File: src/rtl/fetch_pkg.sv
// fetch_pkg: shared constants and types for the fetch unit and its buffer
package fetch_pkg;
    localparam int INSTR_BYTES     = 4;
    localparam int FETCH_BUF_DEPTH = 2;
    localparam int CNT_W           = $clog2(FETCH_BUF_DEPTH + 1);
    localparam logic [31:0] NOP    = 32'h00000000;
    typedef logic [CNT_W-1:0] buf_cnt_t;
endpackage

File: src/rtl/fetch_if.sv
// fetch_if: instruction-memory, redirect and fetched-instruction handshake bundle
interface fetch_if #(parameter int WORD_SIZE = 32);
    logic [WORD_SIZE-1:0] imem_addr;
    logic [WORD_SIZE-1:0] imem_instr;
    logic                 redirect_valid;
    logic [WORD_SIZE-1:0] redirect_pc;
    logic                 out_valid;
    logic                 out_ready;
    logic [WORD_SIZE-1:0] out_instr;
    logic [WORD_SIZE-1:0] out_pc;
    modport master (
        output imem_addr, out_valid, out_instr, out_pc,
        input  imem_instr, redirect_valid, redirect_pc, out_ready
    );
    modport slave (
        input  imem_addr, out_valid, out_instr, out_pc,
        output imem_instr, redirect_valid, redirect_pc, out_ready
    );
endinterface

File: src/rtl/fetch_skid_fifo.sv
// fetch_skid_fifo: 2-entry shift FIFO; slot 0 is always the head so the
// outputs keep their last value once the buffer drains.
module fetch_skid_fifo
    import fetch_pkg::*;
#(
    parameter int W = 32
) (
    input  logic          clk,
    input  logic          rst_n,
    input  logic          push,
    input  logic          pop,
    input  logic          flush,
    input  logic [W-1:0]  push_instr,
    input  logic [W-1:0]  push_pc,
    output buf_cnt_t      count,
    output logic [W-1:0]  head_instr,
    output logic [W-1:0]  head_pc
);
    logic [W-1:0] instr_q [FETCH_BUF_DEPTH];
    logic [W-1:0] instr_d [FETCH_BUF_DEPTH];
    logic [W-1:0] pc_q    [FETCH_BUF_DEPTH];
    logic [W-1:0] pc_d    [FETCH_BUF_DEPTH];
    buf_cnt_t     count_q, count_d, wr_slot;
    logic         do_pop;

    always_comb begin
        do_pop  = pop && count_q != '0;
        wr_slot = count_q - buf_cnt_t'(do_pop);
        count_d = flush ? '0 : wr_slot + buf_cnt_t'(push);
        instr_d = instr_q;
        pc_d    = pc_q;
        if (!flush) begin
            if (do_pop && count_q == buf_cnt_t'(FETCH_BUF_DEPTH)) begin
                instr_d[0] = instr_q[1];
                pc_d[0]    = pc_q[1];
            end
            // a pop with one entry leaves slot 0 stale, so the head holds
            if (push) begin
                instr_d[wr_slot[0]] = push_instr;
                pc_d[wr_slot[0]]    = push_pc;
            end
        end
    end

    always_ff @(posedge clk or negedge rst_n) begin
        if (!rst_n) begin
            count_q <= '0;
            instr_q <= '{default: W'(NOP)};
            pc_q    <= '{default: '0};
        end else begin
            count_q <= count_d;
            instr_q <= instr_d;
            pc_q    <= pc_d;
        end
    end

    assign count      = count_q;
    assign head_instr = instr_q[0];
    assign head_pc    = pc_q[0];
endmodule

File: src/rtl/fetch_unit.sv
// fetch_unit: PC/issue control in front of a synchronous instruction memory.
// FETCH_MISALIGN_TRAP_EN adds misalign_err and stalls issue on a misaligned redirect.
module fetch_unit
    import fetch_pkg::*;
#(
    parameter int                   WORD_SIZE = 32,
    parameter logic [WORD_SIZE-1:0] RESET_PC  = '0
) (
    input  logic      clk,
    input  logic      rst_n,
    fetch_if.master   bus
`ifdef FETCH_MISALIGN_TRAP_EN
    ,
    output logic      misalign_err
`endif
);
    logic [WORD_SIZE-1:0] pc_q, pc_d, inflight_pc_q, inflight_pc_d, load_pc;
    logic                 inflight_q, inflight_d, issue, pop, trap_hold;
    buf_cnt_t             count, occ;
`ifdef FETCH_MISALIGN_TRAP_EN
    logic                 misalign_q, misalign_d;
`endif

    always_comb begin
        pop = bus.out_valid & bus.out_ready & ~bus.redirect_valid;
        // occupancy after this edge's pop plus the response still in flight
        occ = count - buf_cnt_t'(pop) + buf_cnt_t'(inflight_q);
`ifdef FETCH_MISALIGN_TRAP_EN
        load_pc    = bus.redirect_pc;
        trap_hold  = misalign_q;
        misalign_d = bus.redirect_valid ? |bus.redirect_pc[1:0] : misalign_q;
`else
        load_pc    = bus.redirect_pc & ~WORD_SIZE'(INSTR_BYTES - 1);
        trap_hold  = 1'b0;
`endif
        issue = !bus.redirect_valid && occ < buf_cnt_t'(FETCH_BUF_DEPTH) && !trap_hold;
        pc_d = bus.redirect_valid ? load_pc
             : issue              ? pc_q + WORD_SIZE'(INSTR_BYTES)
             :                      pc_q;
        inflight_d    = issue;
        inflight_pc_d = issue ? pc_q : inflight_pc_q;
    end

    always_ff @(posedge clk or negedge rst_n) begin
        if (!rst_n) begin
            pc_q          <= RESET_PC;
            inflight_q    <= 1'b0;
            inflight_pc_q <= '0;
`ifdef FETCH_MISALIGN_TRAP_EN
            misalign_q    <= 1'b0;
`endif
        end else begin
            pc_q          <= pc_d;
            inflight_q    <= inflight_d;
            inflight_pc_q <= inflight_pc_d;
`ifdef FETCH_MISALIGN_TRAP_EN
            misalign_q    <= misalign_d;
`endif
        end
    end

    fetch_skid_fifo #(.W(WORD_SIZE)) u_buf (
        .clk        (clk),
        .rst_n      (rst_n),
        .push       (inflight_q),
        .pop        (pop),
        .flush      (bus.redirect_valid),
        .push_instr (bus.imem_instr),
        .push_pc    (inflight_pc_q),
        .count      (count),
        .head_instr (bus.out_instr),
        .head_pc    (bus.out_pc)
    );

    assign bus.imem_addr = pc_q;
    assign bus.out_valid = count != '0;
`ifdef FETCH_MISALIGN_TRAP_EN
    assign misalign_err  = misalign_q;
`endif
endmodule

File: src/flat_wrapper.sv
// flat-port wrapper written by rule: the top's interface ports become plain ports
module fetch_unit_flat import fetch_pkg::*;
#(
    parameter int                   WORD_SIZE = 32,
    parameter logic [WORD_SIZE-1:0] RESET_PC  = '0
)
  (clk, rst_n, bus_imem_addr, bus_out_valid, bus_out_instr, bus_out_pc, bus_imem_instr, bus_redirect_valid, bus_redirect_pc, bus_out_ready);
  fetch_if #(.WORD_SIZE(WORD_SIZE)) bus_i ();
  input  logic clk;
  input  logic rst_n;
  output wire logic [$bits(bus_i.imem_addr)-1:0] bus_imem_addr;
  output wire logic [$bits(bus_i.out_valid)-1:0] bus_out_valid;
  output wire logic [$bits(bus_i.out_instr)-1:0] bus_out_instr;
  output wire logic [$bits(bus_i.out_pc)-1:0] bus_out_pc;
  input wire logic [$bits(bus_i.imem_instr)-1:0] bus_imem_instr;
  input wire logic [$bits(bus_i.redirect_valid)-1:0] bus_redirect_valid;
  input wire logic [$bits(bus_i.redirect_pc)-1:0] bus_redirect_pc;
  input wire logic [$bits(bus_i.out_ready)-1:0] bus_out_ready;
  assign bus_imem_addr = bus_i.imem_addr;
  assign bus_out_valid = bus_i.out_valid;
  assign bus_out_instr = bus_i.out_instr;
  assign bus_out_pc = bus_i.out_pc;
  assign bus_i.imem_instr = bus_imem_instr;
  assign bus_i.redirect_valid = bus_redirect_valid;
  assign bus_i.redirect_pc = bus_redirect_pc;
  assign bus_i.out_ready = bus_out_ready;
  fetch_unit #(.WORD_SIZE(WORD_SIZE), .RESET_PC(RESET_PC)) u_core (.clk(clk), .rst_n(rst_n), .bus(bus_i));
endmodule
File: config.mk
export PLATFORM = sky130hd
export DESIGN_NAME = fetch_unit_flat
export DESIGN_NICKNAME = d
export VERILOG_FILES = /design/src/rtl/fetch_pkg.sv /design/src/rtl/fetch_if.sv /design/src/rtl/fetch_skid_fifo.sv /design/src/rtl/fetch_unit.sv /design/src/flat_wrapper.sv
export SDC_FILE = /design/constraint.sdc
export NUM_CORES = 1
export LEC_CHECK = 0
export ABC_AREA = 1
export CORE_ASPECT_RATIO = 0.7
export CORE_MARGIN = 4
export CORE_UTILIZATION = 58
export CTS_CLUSTER_SIZE = 16
export DETAILED_ROUTE_END_ITERATION = 8
export PLACE_DENSITY_LB_ADDON = 0.12
export SLEW_MARGIN = 15
export SYNTH_ARGS = -nofsm -noshare
export SYNTH_HDL_FRONTEND = slang
export SYNTH_SLANG_ARGS = --single-unit
File: constraint.sdc
create_clock -name clk -period 5.65 [get_ports clk]
set_input_delay 1.13 -clock clk [delete_from_list [all_inputs] [get_ports clk]]
set_output_delay 1.13 -clock clk [all_outputs]
set_load 0.01 [all_outputs]
# == Yosys cells after proc, flatten, opt, wreduce, memory -nomap -nowiden ==
# Index checks and enable logic that the tools add are counted.
# classes
n_addsub,5
n_lt_le_gt_ge,3
eq_ne,1
muxes,13
bitwise_logic,4
n_reduce_logical,8
# ops
op,count
$mux W32,7
$bwmux W64,2
$mux W64,2
$add A32 B3 Y32 const B,1
$demux W32 S1,1
$add A2 B1 Y2,2
$logic_and A1 B1 Y1,4
$reduce_bool A2 Y1,2
$sub A2 B1 Y2,2
$and A1 B1 Y1,2
$eq A2 B2 Y1 const B,1
$ge A2 B2 Y1 const B,1
$lt A2 B1 Y1 const B,1
$lt A2 B2 Y1 const B,1
$mux W2,1
$not A1 Y2,1
$reduce_and A2 Y1,1
$logic_not A1 Y1,1
$not A1 Y1,1
# totals
register_bits,195

# == Longest topological paths before layout ==
# depth
word_depth,12
depth_mapped,14
depth_no_buf,13

# == Hierarchy ==
# From an unflattened synthesis, not the netlist that was laid out.
# hier_totals
hier_cells,1471
area_unflattened_um2,10567.6
# by_module_without_submodules
mod,instances,cells_each,area_each_um2,seq_area_each_um2
fetch_skid_fifo,1,972,6980.4,3253.1
fetch_unit,1,499,3587.2,1526.5

# == Least setup slack after synthesis ==
# Ideal clock, no wire load.
# synth_timing
path_type,input to register
start,in bus_redirect_valid
end,reg u_core.u_buf.instr_q (netlist bit u_core.u_buf.head_instr[3])
arrival_time_ns,2.746
required_ns,5.563
slack_ns,2.817
cell_stages,11
path_buffers,3
cell_sequence,buf_2 clkbuf_1 nor2_1 ha_1 nand2_1 inv_2 nand2_1 nand2_4 buf_4 nor2_1 a211oi_2
# synth_between
elab_chain_len,11
word_cells_on_any_way,15
# synth_rtl
element,line_no,source
start: declaration,flat_wrapper.sv:16,input wire logic [$bits(bus_i.redirect_valid)-1:0] bus_redirect_valid;
$not A1 Y1 (no source line),n/a,
$and A1 B1 Y1,fetch_unit.sv:25,pop = bus.out_valid & bus.out_ready & ~bus.redirect_valid;
$logic_and A1 B1 Y1,fetch_skid_fifo.sv:27,do_pop = pop && count_q != '0;
$sub A2 B1 Y2,fetch_skid_fifo.sv:28,wr_slot = count_q - buf_cnt_t'(do_pop);
$not A1 Y2 (implied by the code),fetch_skid_fifo.sv:39,instr_d[wr_slot[0]] = push_instr;
$ge A2 B2 Y1 (implied by the code) / $lt A2 B1 Y1 (equally long branches),fetch_skid_fifo.sv:39,
$logic_and A1 B1 Y1 (implied by the code),fetch_skid_fifo.sv:39,
$mux W32 (implied by the code),fetch_skid_fifo.sv:39,
$demux W32 S1,fetch_skid_fifo.sv:39,
$bwmux W64,fetch_skid_fifo.sv:39,
$mux W64,fetch_skid_fifo.sv:38,if (push) begin
end signal: assignment,fetch_skid_fifo.sv:52,instr_q <= instr_d;
end: declaration,fetch_skid_fifo.sv:19,logic [W-1:0] instr_q [FETCH_BUF_DEPTH];
# Several ways; a longest one is shown, not always the timed one. The select of a mux whose other input is x is not followed.
# A chain may end at the register's enable or synchronous reset.

# == Final worst setup path ==
# layout_timing
start,in bus_redirect_valid
end,reg u_core.inflight_pc_q[2]
# layout_between
elab_chain_len,6
word_cells_on_any_way,7
# layout_rtl
element,line_no,source
$not A1 Y1 (no source line),n/a,
$and A1 B1 Y1,fetch_unit.sv:25,
$sub A2 B1 Y2,fetch_unit.sv:27,occ = count - buf_cnt_t'(pop) + buf_cnt_t'(inflight_q);
$add A2 B1 Y2,fetch_unit.sv:27,
$lt A2 B2 Y1,fetch_unit.sv:36,issue = !bus.redirect_valid && occ < buf_cnt_t'(FETCH_BUF_DEPTH) && !trap_hold;
$logic_and A1 B1 Y1 (*),fetch_unit.sv:36,
end signal: assignment,fetch_unit.sv:55,inflight_pc_q <= inflight_pc_d;
end: declaration,fetch_unit.sv:17,"logic [WORD_SIZE-1:0] pc_q, pc_d, inflight_pc_q, inflight_pc_d, load_pc;"
# Every way passes the cells marked *; elsewhere a longest branch is shown, timed or not.

==> qor.yml <==
clock_network:
  clk_latency_ns: 0.44
  post-cts-setup-buffers: 0
  cts_sinks: 189
  cts_buffer_depth: 2
  cts_buffers: 17
  cts.reportedPaths.clkPinSlew_ns: 0.07
  cts-root-buf: "clkbuf_16"
  cts_resized: 0
  cts_tree: "yes"
  postCtsHoldBufs: 0
  cts.htree.levels: 4
placement:
  place_ws_ns: 1.85
  portBuffers: 160
  place_congestion: 0.932
  dp_cells: 1361
  dp_hpwl_mm: 14.9
min_path:
  hold_path_class: "reg -> reg"
  min_from: "u_core.inflight_pc_q[23]"
  holdPathStages: 2
timing:
  period_share: 0.601
  fmax_mhz: 294
  drv_slew: 0
  finClkSkew_ns: 0.0160
  relSlewSlack: 0.267
  setup_ws_ns: 2.25
  final.setup.tns_ns: 0
  rsz0062_at_grt: "false"
  finalHoldViolations: 0
  layout_min_cycle_time_ns: 3.40
  worst_pin_slew_ns: 1.10
  setup_viol: 0
floorplan:
  ios: 165
  rows: 38
  dieArea_um2: 18400
  die_w_um: 160
  die_h_um: 115
  floorplan.initialDensity: 0.600
  core_area_um2: 15700
logic_synthesis:
  yosysSeqAreaShare: 0.501
  synth_ff_type: "dfrtp_1"
  synthTopCellsByArea: "dfrtp_1, nand2_1, a211oi_2"
  synth_edf_count: 0
  ys_types: 34
  yosysWarnings: 0
  postSynth.asyncResetShare: 1.00
  ys_top_cells_by_count: "nand2_1, dfrtp_1, nor2_1"
  synth_top_cell_area_share: 0.501
  synth_area_per_cell_um2: 8.63
  synth-seq-cells: 189
  netlist_instances: 1093
  yosysMostFrequentCell: "nand2_1"
  yosysTopAreaCell: "dfrtp_1"
  netlist_area_um2: 9440
power_and_ir_drop:
  peakVddDrop_mv: 0.311
  leakagePower_nw: 4.94
  p_per_area_nw_per_um2: 542
critical_path:
  cp-end-kind: "register"
  arrival_ns: 3.72
  rr_worst_depth: 11
  r2r_slack_ns: 2.74
  critPathMaxStageDelay_ns: 0.78
  r2r_start: "u_core.u_buf.count[1]"
  required_ns: 5.98
  start_kind: "input pin"
  path_cells: "clkdlybuf4s50_1, nor2_1, ha_1, nor2_2, inv_1, nand2_1, nand2_2, nor2_4, nand2_1, o21a_1"
  setup.worst_path.start: "bus_redirect_valid"
  r2r-end: "u_core.inflight_pc_q[2]"
  path_class: "in -> reg"
  cpMostUsedCell: "nand2_1"
  cpMaxStageDelayCell: "nor2_4"
  endpoint: "u_core.inflight_pc_q[2]"
  path_max_fanout: 42
global_route:
  grt_pass1_wl_mm: 36.8
  grt_overflow: 0
  grt_use_total: 0.249
  grt_max_degree: 125
  grt_pass1_vias: 7164
  antenna_found_initial: 0
drt:
  via_count: 7407
  ant_nets: 0
  drc_errors: 0
  routed_wl_mm: 21.9
  vias_per_cell: 5.32
  drtPass1Iterations: 7
  avgRoutedWirePerCell_um: 15.7
  drt_iter0_drc: 574
cells_and_area:
  fill_cells: 1281
  final_cell_count_no_fill: 1393
  final_nets: 1231
  area_delta_synth_final_pct: 18.5
  antennaDiodeCount: 0
  layout-drive-gt1-share: 0.0946
  final_util: 0.710
run:
  cap_violations: 0
outcome:
  outcome: "completed"
flip-flops by register name (all words and copies together), names as in the netlist:
signal                   cells
u_core.u_buf.instr_q        32
u_core.u_buf.head_instr     32
u_core.u_buf.pc_q           30
u_core.bus.imem_addr        30
u_core.u_buf.head_pc        32
u_core.inflight_q            1
u_core.u_buf.count           2
u_core.inflight_pc_q        30
worst min-delay path by stage:
stage and end:
2_1_floorplan u_core.inflight_pc_q[13], 3_3_place_gp u_core.u_buf.pc_q[18], 3_5_place_dp u_core.inflight_pc_q[23], 4_1_cts u_core.inflight_pc_q[23]
5_1_grt u_core.inflight_pc_q[21], 6_report u_core.inflight_pc_q[23]
metrics by stage:
step / hold slack, ns / cell area [um^2] / total power, mW
6_report: 0.486 / 11200 / 6.06
5_1_grt: 0.504 / 11200 / 6.50
4_1_cts: 0.492 / 11200 / 6.10
3_5_place_dp: 0.474 / 10600 / 4.91
2_1_floorplan: 0.453 / 9440 / 4.15
3_3_place_gp: 0.467 / 10600 / 4.85
cells by family (layout without fill, tap and decap cells):
family / count (synthesis) / after routing / share of synthesized area
AND/OR/NAND/NOR: 494 / 494 / 0.217
other: 1 / 2 / 0.000397
buffers and inverters: 219 / 298 / 0.122
flip-flops: 189 / 189 / 0.501
adder cells (fa/ha/maj): 3 / 3 / 0.00398
AO/OA/AOI/OAI: 171 / 171 / 0.140
XOR/XNOR: 16 / 16 / 0.0148
routing by layer:
| metal | part of all wire | vias up | global-route usage |
|---|---|---|---|
| li1 | - | 3608 | - |
| met1 | 0.48 | 3522 | 0.369 |
| met2 | 0.44 | 253 | 0.375 |
| met3 | 0.067 | 24 | 0.0525 |
| met4 | 0.014 | 0 | 0.0699 |
| met5 | 0 | - | 0 |
layout make-up:
type | instances | area (um^2) | area share
sequential | 189 | 4730 | 0.423
multi-input combinational | 686 | 3560 | 0.319
timing repair buffer | 167 | 1660 | 0.148
clock buffer | 18 | 429 | 0.0384
inverter | 99 | 378 | 0.0338
tap | 220 | 275 | 0.0246
clock inverter | 14 | 145 | 0.0130
cells in the final DEF, fill, tap and decap left out, types with 13 or more instances in the layout:
cell type,netlist,final
xor2_1,13,13
clkbuf_16,0,17
nand2_1,254,253
nand3_1,43,43
a211oi_2,57,57
o21ai_1,19,19
inv_1,94,94
clkdlybuf4s50_1,0,159
nor2_1,124,124
o21ai_0,76,76
dfrtp_1,189,189
nor3_1,62,62
power breakdown:
part	leakage (nW)	internal [mW]	switching [mW]
sequential	2.27	1.97	0.436
clock	0.283	0.591	0.578
combinational	2.39	1.14	1.34
critical path: cells and delay by family:
| family | cells | cell delay [ns] |
|---|---|---|
| and+or+nand+nor | 6 | 1.40 |
| buffers and inverters | 2 | 0.73 |
| AOI/OAI and AO/OA | 1 | 0.16 |
| adders and majority gates | 1 | 0.29 |
(Power assumes the default switching activity.)
